==> src/rtl/adc.sv <==
// adc: periodic 24-bit SPI ADC sampler emitting timestamped 3-beat AXI4-Stream packets.
// Optional ADC_SEQ_COUNTER_EN: tag byte carries an 8-bit packet sequence number instead of 0.
module adc #(
  parameter int TIMESTAMP_WIDTH = 64,
  parameter int C_M_AXIS_TDATA_WIDTH = 32,
  parameter int CONFIG_REG_DATA_WIDTH = 32,
  parameter int CONFIG_REG_ADDR_WIDTH = 3,
  parameter int SCLK_HALF_DIV = 2
) (
  input  logic clk,
  input  logic resetn,
  input  logic run,
  input  logic cfg_wr_en,
  input  logic [CONFIG_REG_ADDR_WIDTH-1:0] cfg_addr,
  input  logic [CONFIG_REG_DATA_WIDTH-1:0] cfg_wdata,
  output logic m_axis_tvalid,
  output logic [C_M_AXIS_TDATA_WIDTH-1:0] m_axis_tdata,
  output logic m_axis_tlast,
  input  logic m_axis_tready,
  output logic m_spi_clk,
  output logic m_spi_cs,
  input  logic m_spi_miso
);
  localparam int NB = TIMESTAMP_WIDTH / C_M_AXIS_TDATA_WIDTH;
  localparam int BW = $clog2(NB + 1);
  localparam int PW = $clog2(2 * SCLK_HALF_DIV + 1);
  localparam logic [PW-1:0] HL = PW'(SCLK_HALF_DIV - 1);
  localparam logic [PW-1:0] HH = PW'(2 * SCLK_HALF_DIV - 1);
  typedef enum logic [2:0] {IDLE, CS_SETUP, SHIFT, CS_HOLD, SEND} state_t;
  state_t state;
  logic enable;
  logic [CONFIG_REG_DATA_WIDTH-1:0] config_reg_samp_rate_div, div_cnt, eff_div;
  logic [TIMESTAMP_WIDTH-1:0] ts, ts_sh;
  logic [PW-1:0] ph;
  logic [4:0] bit_cnt;
  logic [23:0] sample;
  logic [BW-1:0] beat;
  logic [7:0] tag;
  logic go, trig;
  assign eff_div = (config_reg_samp_rate_div < CONFIG_REG_DATA_WIDTH'(2)) ? CONFIG_REG_DATA_WIDTH'(2) : config_reg_samp_rate_div;
  assign go = run && enable;
  assign trig = go && (div_cnt == eff_div - CONFIG_REG_DATA_WIDTH'(1));
`ifdef ADC_SEQ_COUNTER_EN
  logic [7:0] seq;
  always_ff @(posedge clk or negedge resetn)
    if (!resetn) seq <= '0;
    else if (m_axis_tvalid && m_axis_tready && m_axis_tlast) seq <= seq + 8'd1;
  assign tag = seq;
`else
  assign tag = 8'h00;
`endif
  always_ff @(posedge clk or negedge resetn) begin
    if (!resetn) begin
      enable <= 1'b0;
      config_reg_samp_rate_div <= '0;
      ts <= '0;
      ts_sh <= '0;
      div_cnt <= '0;
      state <= IDLE;
      ph <= '0;
      bit_cnt <= '0;
      sample <= '0;
      beat <= '0;
      m_spi_cs <= 1'b1;
      m_spi_clk <= 1'b0;
      m_axis_tvalid <= 1'b0;
      m_axis_tlast <= 1'b0;
      m_axis_tdata <= '0;
    end else begin
      ts <= ts + 1'b1;
      div_cnt <= (!go || trig) ? '0 : div_cnt + 1'b1;
      if (cfg_wr_en && cfg_addr == CONFIG_REG_ADDR_WIDTH'(0)) enable <= cfg_wdata[0];
      if (cfg_wr_en && cfg_addr == CONFIG_REG_ADDR_WIDTH'(1)) config_reg_samp_rate_div <= cfg_wdata;
      case (state)
        IDLE: if (trig) begin
          ts_sh <= ts;
          m_spi_cs <= 1'b0;
          ph <= '0;
          state <= CS_SETUP;
        end
        CS_SETUP: begin
          ph <= (ph == HL) ? '0 : ph + 1'b1;
          if (ph == HL) begin
            bit_cnt <= '0;
            state <= SHIFT;
          end
        end
        // MISO is captured as SCLK rises; the ADC changes it on the falling edge
        SHIFT: begin
          ph <= (ph == HL) ? '0 : ph + 1'b1;
          if (ph == HL) begin
            m_spi_clk <= !m_spi_clk;
            if (!m_spi_clk) sample <= {sample[22:0], m_spi_miso};
            else begin
              bit_cnt <= bit_cnt + 5'd1;
              if (bit_cnt == 5'd23) state <= CS_HOLD;
            end
          end
        end
        CS_HOLD: begin
          ph <= (ph == HH) ? '0 : ph + 1'b1;
          if (ph == HL) m_spi_cs <= 1'b1;
          if (ph == HH) begin
            beat <= '0;
            state <= SEND;
            m_axis_tvalid <= 1'b1;
            m_axis_tdata <= ts_sh[C_M_AXIS_TDATA_WIDTH-1:0];
            ts_sh <= ts_sh >> C_M_AXIS_TDATA_WIDTH;
          end
        end
        SEND: if (m_axis_tready) begin
          beat <= beat + 1'b1;
          if (beat == BW'(NB)) begin
            m_axis_tvalid <= 1'b0;
            m_axis_tlast <= 1'b0;
            state <= IDLE;
          end else if (beat == BW'(NB - 1)) begin
            m_axis_tdata <= {sample[15:0], sample[23:16], tag};
            m_axis_tlast <= 1'b1;
          end else begin
            m_axis_tdata <= ts_sh[C_M_AXIS_TDATA_WIDTH-1:0];
            ts_sh <= ts_sh >> C_M_AXIS_TDATA_WIDTH;
          end
        end
        default: state <= IDLE;
      endcase
    end
  end
endmodule

==> config.mk <==
export PLATFORM = sky130hd
export DESIGN_NAME = adc
export DESIGN_NICKNAME = d
export VERILOG_FILES = /design/src/rtl/adc.sv
export SDC_FILE = /design/constraint.sdc
export NUM_CORES = 1
export LEC_CHECK = 0
export ABC_CLOCK_PERIOD_IN_PS = 8890
export BUFFER_PORTS_ARGS = -buffer_cell sky130_fd_sc_hd__buf_2
export CORE_ASPECT_RATIO = 1.2
export CORE_MARGIN = 10
export CORE_UTILIZATION = 25
export CTS_CLUSTER_DIAMETER = 40
export DETAILED_ROUTE_END_ITERATION = 16
export PLACE_DENSITY = 0.47
export REMOVE_ABC_BUFFERS = 1
export SLEW_MARGIN = 20
export SYNTH_ARGS = -nofsm -noshare
export SYNTH_HDL_FRONTEND = slang
export SYNTH_SLANG_ARGS = --single-unit
==> constraint.sdc <==
create_clock -name clk -period 8.89 [get_ports clk]
set_input_delay 0.4445 -clock clk [delete_from_list [all_inputs] [get_ports clk]]
set_output_delay 0.4445 -clock clk [all_outputs]
set_load 0.05 [all_outputs]
# Yosys cells after proc, flatten, opt, wreduce, memory -nomap -nowiden
# Cells that the tools add are included.
# word_totals
register_bits	266
word_cells	114
inputBits	41
output_inout_bits	36
# op_classes
n_addsub	6
n_reduce_logical	27
magnitude_cmp	1
mux	42
n_bitwise	1
n_eq_ne	22
# ops
operator	n
64-bit 2-to-1 mux	5
32-bit 2-to-1 mux	6
64-bit case mux with 3 select lines	1
64-bit by 1-bit adder with 64-bit output, second input constant	1
32-bit case mux with 2 select lines	1
3-bit 2-to-1 mux	11
32-bit by 1-bit adder with 32-bit output, second input constant	1
32-bit equality test	1
32-bit by 2-bit less-than comparator with 1-bit output, second input constant	1
32-bit by 1-bit subtractor with 32-bit output, second input constant	1
2-bit inequality test, second input constant	11
5-bit 2-to-1 mux	3
3-bit case mux with 5 select lines	1
3-bit AND reduction	4
4-bit AND reduction	3
5-bit case mux with 2 select lines	1
3-bit by 1-bit equality test with 1-bit output, second input constant	3
3-bit by 2-bit equality test with 1-bit output, second input constant	3
3-bit case mux with 3 select lines	1
8-bit AND reduction	1
2-bit nonzero test	4
1-bit 2-to-1 mux	7
3-bit logical NOT	2
6-bit AND reduction	1
17 further kinds	25

# Logic depth before layout (Yosys ltp)
# depth
ltp_word	7
depth_mapped	18
ltp_nobuf	13

# Least setup slack after synthesis
# Ideal clock, no wire load.
# synth_path
path_type	flip-flop to flip-flop
startpoint	register config_reg_samp_rate_div[8]
endpoint	register ts_sh[33]
period_less_slack_ps	4310
path_stages_with_launch	16
setup_slack_ps	4580
arrival_time_ps	4190
n_path_buf	2
required_ps	8770
setup_ps	120
cell_sequence	dfrtp_1 > or4_4 > nor4_2 > nand2_1 > nand2_1 > ha_1 > nor3b_1 > nand4_1 > nor4_1 > xnor2_1 > a2111oi_0 > nand4_1 > or3_1 > buf_2 > buf_6 > a31o_1
# synth_between
elab_chain_cells	7
# synth_rtl
element	line	rtl
start: declaration	32	logic [CONFIG_REG_DATA_WIDTH-1:0] config_reg_samp_rate_div, div_cnt, eff_div;
start signal: assignment	73	if (cfg_wr_en && cfg_addr == CONFIG_REG_ADDR_WIDTH'(1)) config_reg_samp_rate_div <= cfg_wdata;
32-bit by 2-bit less-than comparator with 1-bit output	40	assign eff_div = (config_reg_samp_rate_div < CONFIG_REG_DATA_WIDTH'(2)) ? CONFIG_REG_DATA_WIDTH'(2) : config_r ...
32-bit 2-to-1 mux *	40	
32-bit by 1-bit subtractor with 32-bit output *	42	assign trig = go && (div_cnt == eff_div - CONFIG_REG_DATA_WIDTH'(1));
32-bit equality test *	42	
1-bit logical AND *	42	
2-bit inequality test (no source line) *	n/a	
6-bit AND reduction (no source line) *	n/a	
end signal: assignment	76	ts_sh <= ts;
end signal: assignment	108	ts_sh <= ts_sh >> C_M_AXIS_TDATA_WIDTH;
end signal: assignment	122	ts_sh <= ts_sh >> C_M_AXIS_TDATA_WIDTH;
end: declaration	33	logic [TIMESTAMP_WIDTH-1:0] ts, ts_sh;
# Every way passes the cells marked *; elsewhere a longest branch is shown, timed or not.
# A chain may end at the register's enable or synchronous reset.

# Worst setup path in the final report
# layout_path
startpoint	register config_reg_samp_rate_div[24]
endpoint	register ts_sh[63]
# The elaborated chain is that of the path after synthesis.

==> flow_summary.json <==
{
  "status": "complete, no violations",
  "vias_per_cell": 5.06,
  "max_freq_mhz": 184,
  "fp.coreArea_sq_um": 56200,
  "grt_pass1_vias": 11748,
  "grt_pass1_wl_um": 67200,
  "ioPinCount": 77,
  "muxShareOfSynthArea_pct": 7.30,
  "synthTopCellsByArea": "dfrtp_1 (46%), mux2_2 (6.9%), nand2_1 (5.4%)",
  "postCtsSetupBuffers": 0,
  "synth_cell_types": 66,
  "dieArea_sq_um": 67100,
  "peakVddDrop_mv": 0.124,
  "synth.top_cell.area_share_pct": 46.5,
  "synth_most_common_cell": "dfrtp_1",
  "n_antenna_cell": 0,
  "synth-main-ff-cell": "dfrtp_1",
  "seqPwrFrac_pct": 34.9,
  "dpl.hpwl_um": 27400,
  "grt_overflow": 0,
  "first_pass_iters": 7,
  "synth-simple-area-share_pct": 22.2,
  "fin_ws_ps": 3460,
  "fp.dieH_um": 282,
  "drive_gt1_share_pct": 18.9,
  "power_frac_comb_pct": 26.9,
  "p_int_uw": 2870,
  "cts.sinks": 266,
  "antenna_found_initial": 1,
  "ys_ff_latch": 266,
  "multiInputGateArea_sq_um": 7200,
  "synth_seq_area_share_pct": 46.6,
  "switching_share_pct": 36.3,
  "synthAdderAreaFrac_pct": 0.877,
  "std_cell_rows": 95,
  "post-route-min-period_ps": 5430,
  "rsz0062_at_grt": "false",
  "endpoint_kind": "flop",
  "holdCritPathClass": "input pin to flop",
  "grt_max_degree": 110,
  "max_stage_delay_ps": 690,
  "place_congestion": 0.866,
  "finalClockSkew_ps": 36.5,
  "synth_area_leader_cell": "dfrtp_1",
  "worst-setup-path-type": "flop to flop",
  "async_flop_share_pct": 100,
  "register_area_sq_um": 6660,
  "synth_commonest_cells": "dfrtp_1 (265), nand2_1 (207), mux2_2 (88), xnor2_1 (82), clkbuf_1 (81)",
  "syn-instance-count": 1455,
  "synth_area_sq_um": 14300,
  "layout.nets": 1556,
  "cts_resized": 0,
  "cts.htree.levels": 2,
  "clk_pin_slew_worst_paths_ps": 60,
  "crit_fanout": 25,
  "relSlewSlack_pct": 28.9,
  "drc": 0,
  "crit_chain": "or4_1, nor4_2, nand2_1, nand2_1, ha_1, nor3b_1, nand4_1, nor4_1, xnor2_1, a2111oi_0, nand4_1, buf_4, or3_1, buf_4, a31o_2",
  "cts_tree": "yes",
  "wl_um": 41900,
  "synth_top_family_by_area": "simple AND/OR/NAND/NOR gates",
  "worst_slew_pin_slew_ps": 1060,
  "fillCellCount": 5816,
  "cts_buffer_depth": 3,
  "cp.arrival_ps": 5870,
  "setup_viol": 0,
  "cp.required_ps": 9330,
  "clock_latency_ps": 560,
  "cts_made_buffers": 44,
  "area_growth_syn_to_layout_pct": 18.6,
  "initial_core_util_pct": 25.4,
  "start_kind": "flop",
  "drt_iter0_drc": 779,
  "critPathSlowestCell": "or4_1",
  "synth-xor-area-share_pct": 8.28,
  "ant_nets": 0,
  "grt.total_usage_pct": 12.4,
  "wl_per_cell_um": 18.5,
  "p_leak_uw": 0.00675,
  "die_w_um": 238,
  "port_buffers": 76,
  "maxSlewViolCount": 0,
  "synth_compound_area_share_pct": 11.3,
  "setup_tns_ps": 0,
  "hold_viol": 0,
  "num_vias": 11461,
  "pwr-share-clk_pct": 38.2,
  "syn_area_per_cell_sq_um": 9.81,
  "synth_edf_count": 0,
  "power_switching_uw": 1630,
  "cts-root-buf": "clkbuf_16",
  "ys_warn_count": 0,
  "power_density_nw_per_um2": 266,
  "place_ws_ps": 3470,
  "fin_crit_sh_pct": 61.1,
  "maxCapViolCount": 0
}
[sequential cells by signal, indices dropped and copies added (netlist names)]
name / flops
m_spi_clk: 1
enable: 1
m_axis_tlast: 1
m_axis_tdata: 32
ts: 64
div_cnt: 32
m_spi_cs: 1
config_reg_samp_rate_div: 32
state: 3
m_axis_tvalid: 1
ts_sh: 64
sample: 24
bit_cnt: 5
beat: 2
ph: 3
[layout by cell type, fill, tap and decap left out, types with 10 or more instances in the layout]
cell type / instances
nor4_1: 18
o21ai_0: 15
a31oi_1: 31
nand3b_1: 34
a221oi_1: 32
nand2_1: 207
nand3_1: 51
ha_1: 10
nor3_1: 78
and4_1: 10
a31o_1: 30
nand4_1: 36
xnor2_1: 82
dfrtp_1: 265
o31ai_1: 28
inv_1: 23
nor2_1: 71
buf_2: 75
and3_1: 48
buf_4: 23
mux2_2: 88
a21oi_1: 19
o211ai_1: 32
clkbuf_16: 45
xor2_1: 53
[worst max-delay path: cells and delay by family, from the launching register on]
| family | cells | cell delay (ps) |
|---|---|---|
| simple gates | 9 | 3140 |
| xor+xnor | 1 | 120 |
| fa+ha+maj | 1 | 300 |
| compound gates | 2 | 760 |
| flops | 1 | 410 |
| buf+inv | 2 | 570 |
[timing repair]
item,CTS,global route
hold buffers,1,0
endpoints found under the setup margin,0,0
hold endpoints to repair,15,0
[per-stage QoR]
stage	total power, uW	hold WS [ps]	cells	util, %	cell area, sq um
3_5_place_dp	2810	455	2185	27.4	15400
2_1_floorplan	2410	149	1359	-	13900
5_1_grt	4750	115	2266	30.1	16900
3_3_place_gp	2790	455	2185	27.4	15400
6_report	4500	122	2266	30.1	16900
4_1_cts	4560	103	2266	30.1	16900
[logic make-up after synthesis]
family | count (synthesis)
flip-flops | 266
AND/OR/NAND/NOR | 614
XOR/XNOR | 135
multiplexers | 93
AO/OA/AOI/OAI | 218
adder cells (fa/ha/maj) | 10
buffers and inverters | 119
[routing by layer]
layer / global-route usage [%] / vias to the layer above / share of wire, %
li1: - / 5399 / -
met1: 14.6 / 5779 / 43
met2: 22.3 / 217 / 51
met3: 2.10 / 66 / 3.7
met4: 4.29 / 0 / 2.3
met5: 0 / - / 0
[power by group through the flow]
stage | logic [uW] | clock network (uW) | registers (uW)
floorplan | 704 | 0 | 1710
global placement | 1210 | 0 | 1580
detailed placement | 1220 | 0 | 1590
CTS | 1230 | 1770 | 1570
global route | 1340 | 1810 | 1600
finish | 1210 | 1720 | 1570
[layout make-up]
cell class	instances	area share [%]
multi-input combinational	1070	42.6
sequential	266	39.3
timing repair buffer	100	3.39
inverter	23	0.510
clock buffer	51	6.90
tap	727	5.37
clock inverter	29	1.94
[worst paths after layout]
check	from	end	slack, ps	depth (start not counted)
worst max-delay path	config_reg_samp_rate_div[24]	ts_sh[63]	3460	15
worst min-delay path	m_spi_miso	sample[0]	120	2
worst max register to register	config_reg_samp_rate_div[24]	ts_sh[63]	3460	15
worst min register to register	ts[0]	ts[0]	460	1
max in group asynchronous	resetn	config_reg_samp_rate_div[6]	6520	4
min in group asynchronous	resetn	m_axis_tdata[27]	510	2
Note: power is estimated with default switching activity, not from simulation.
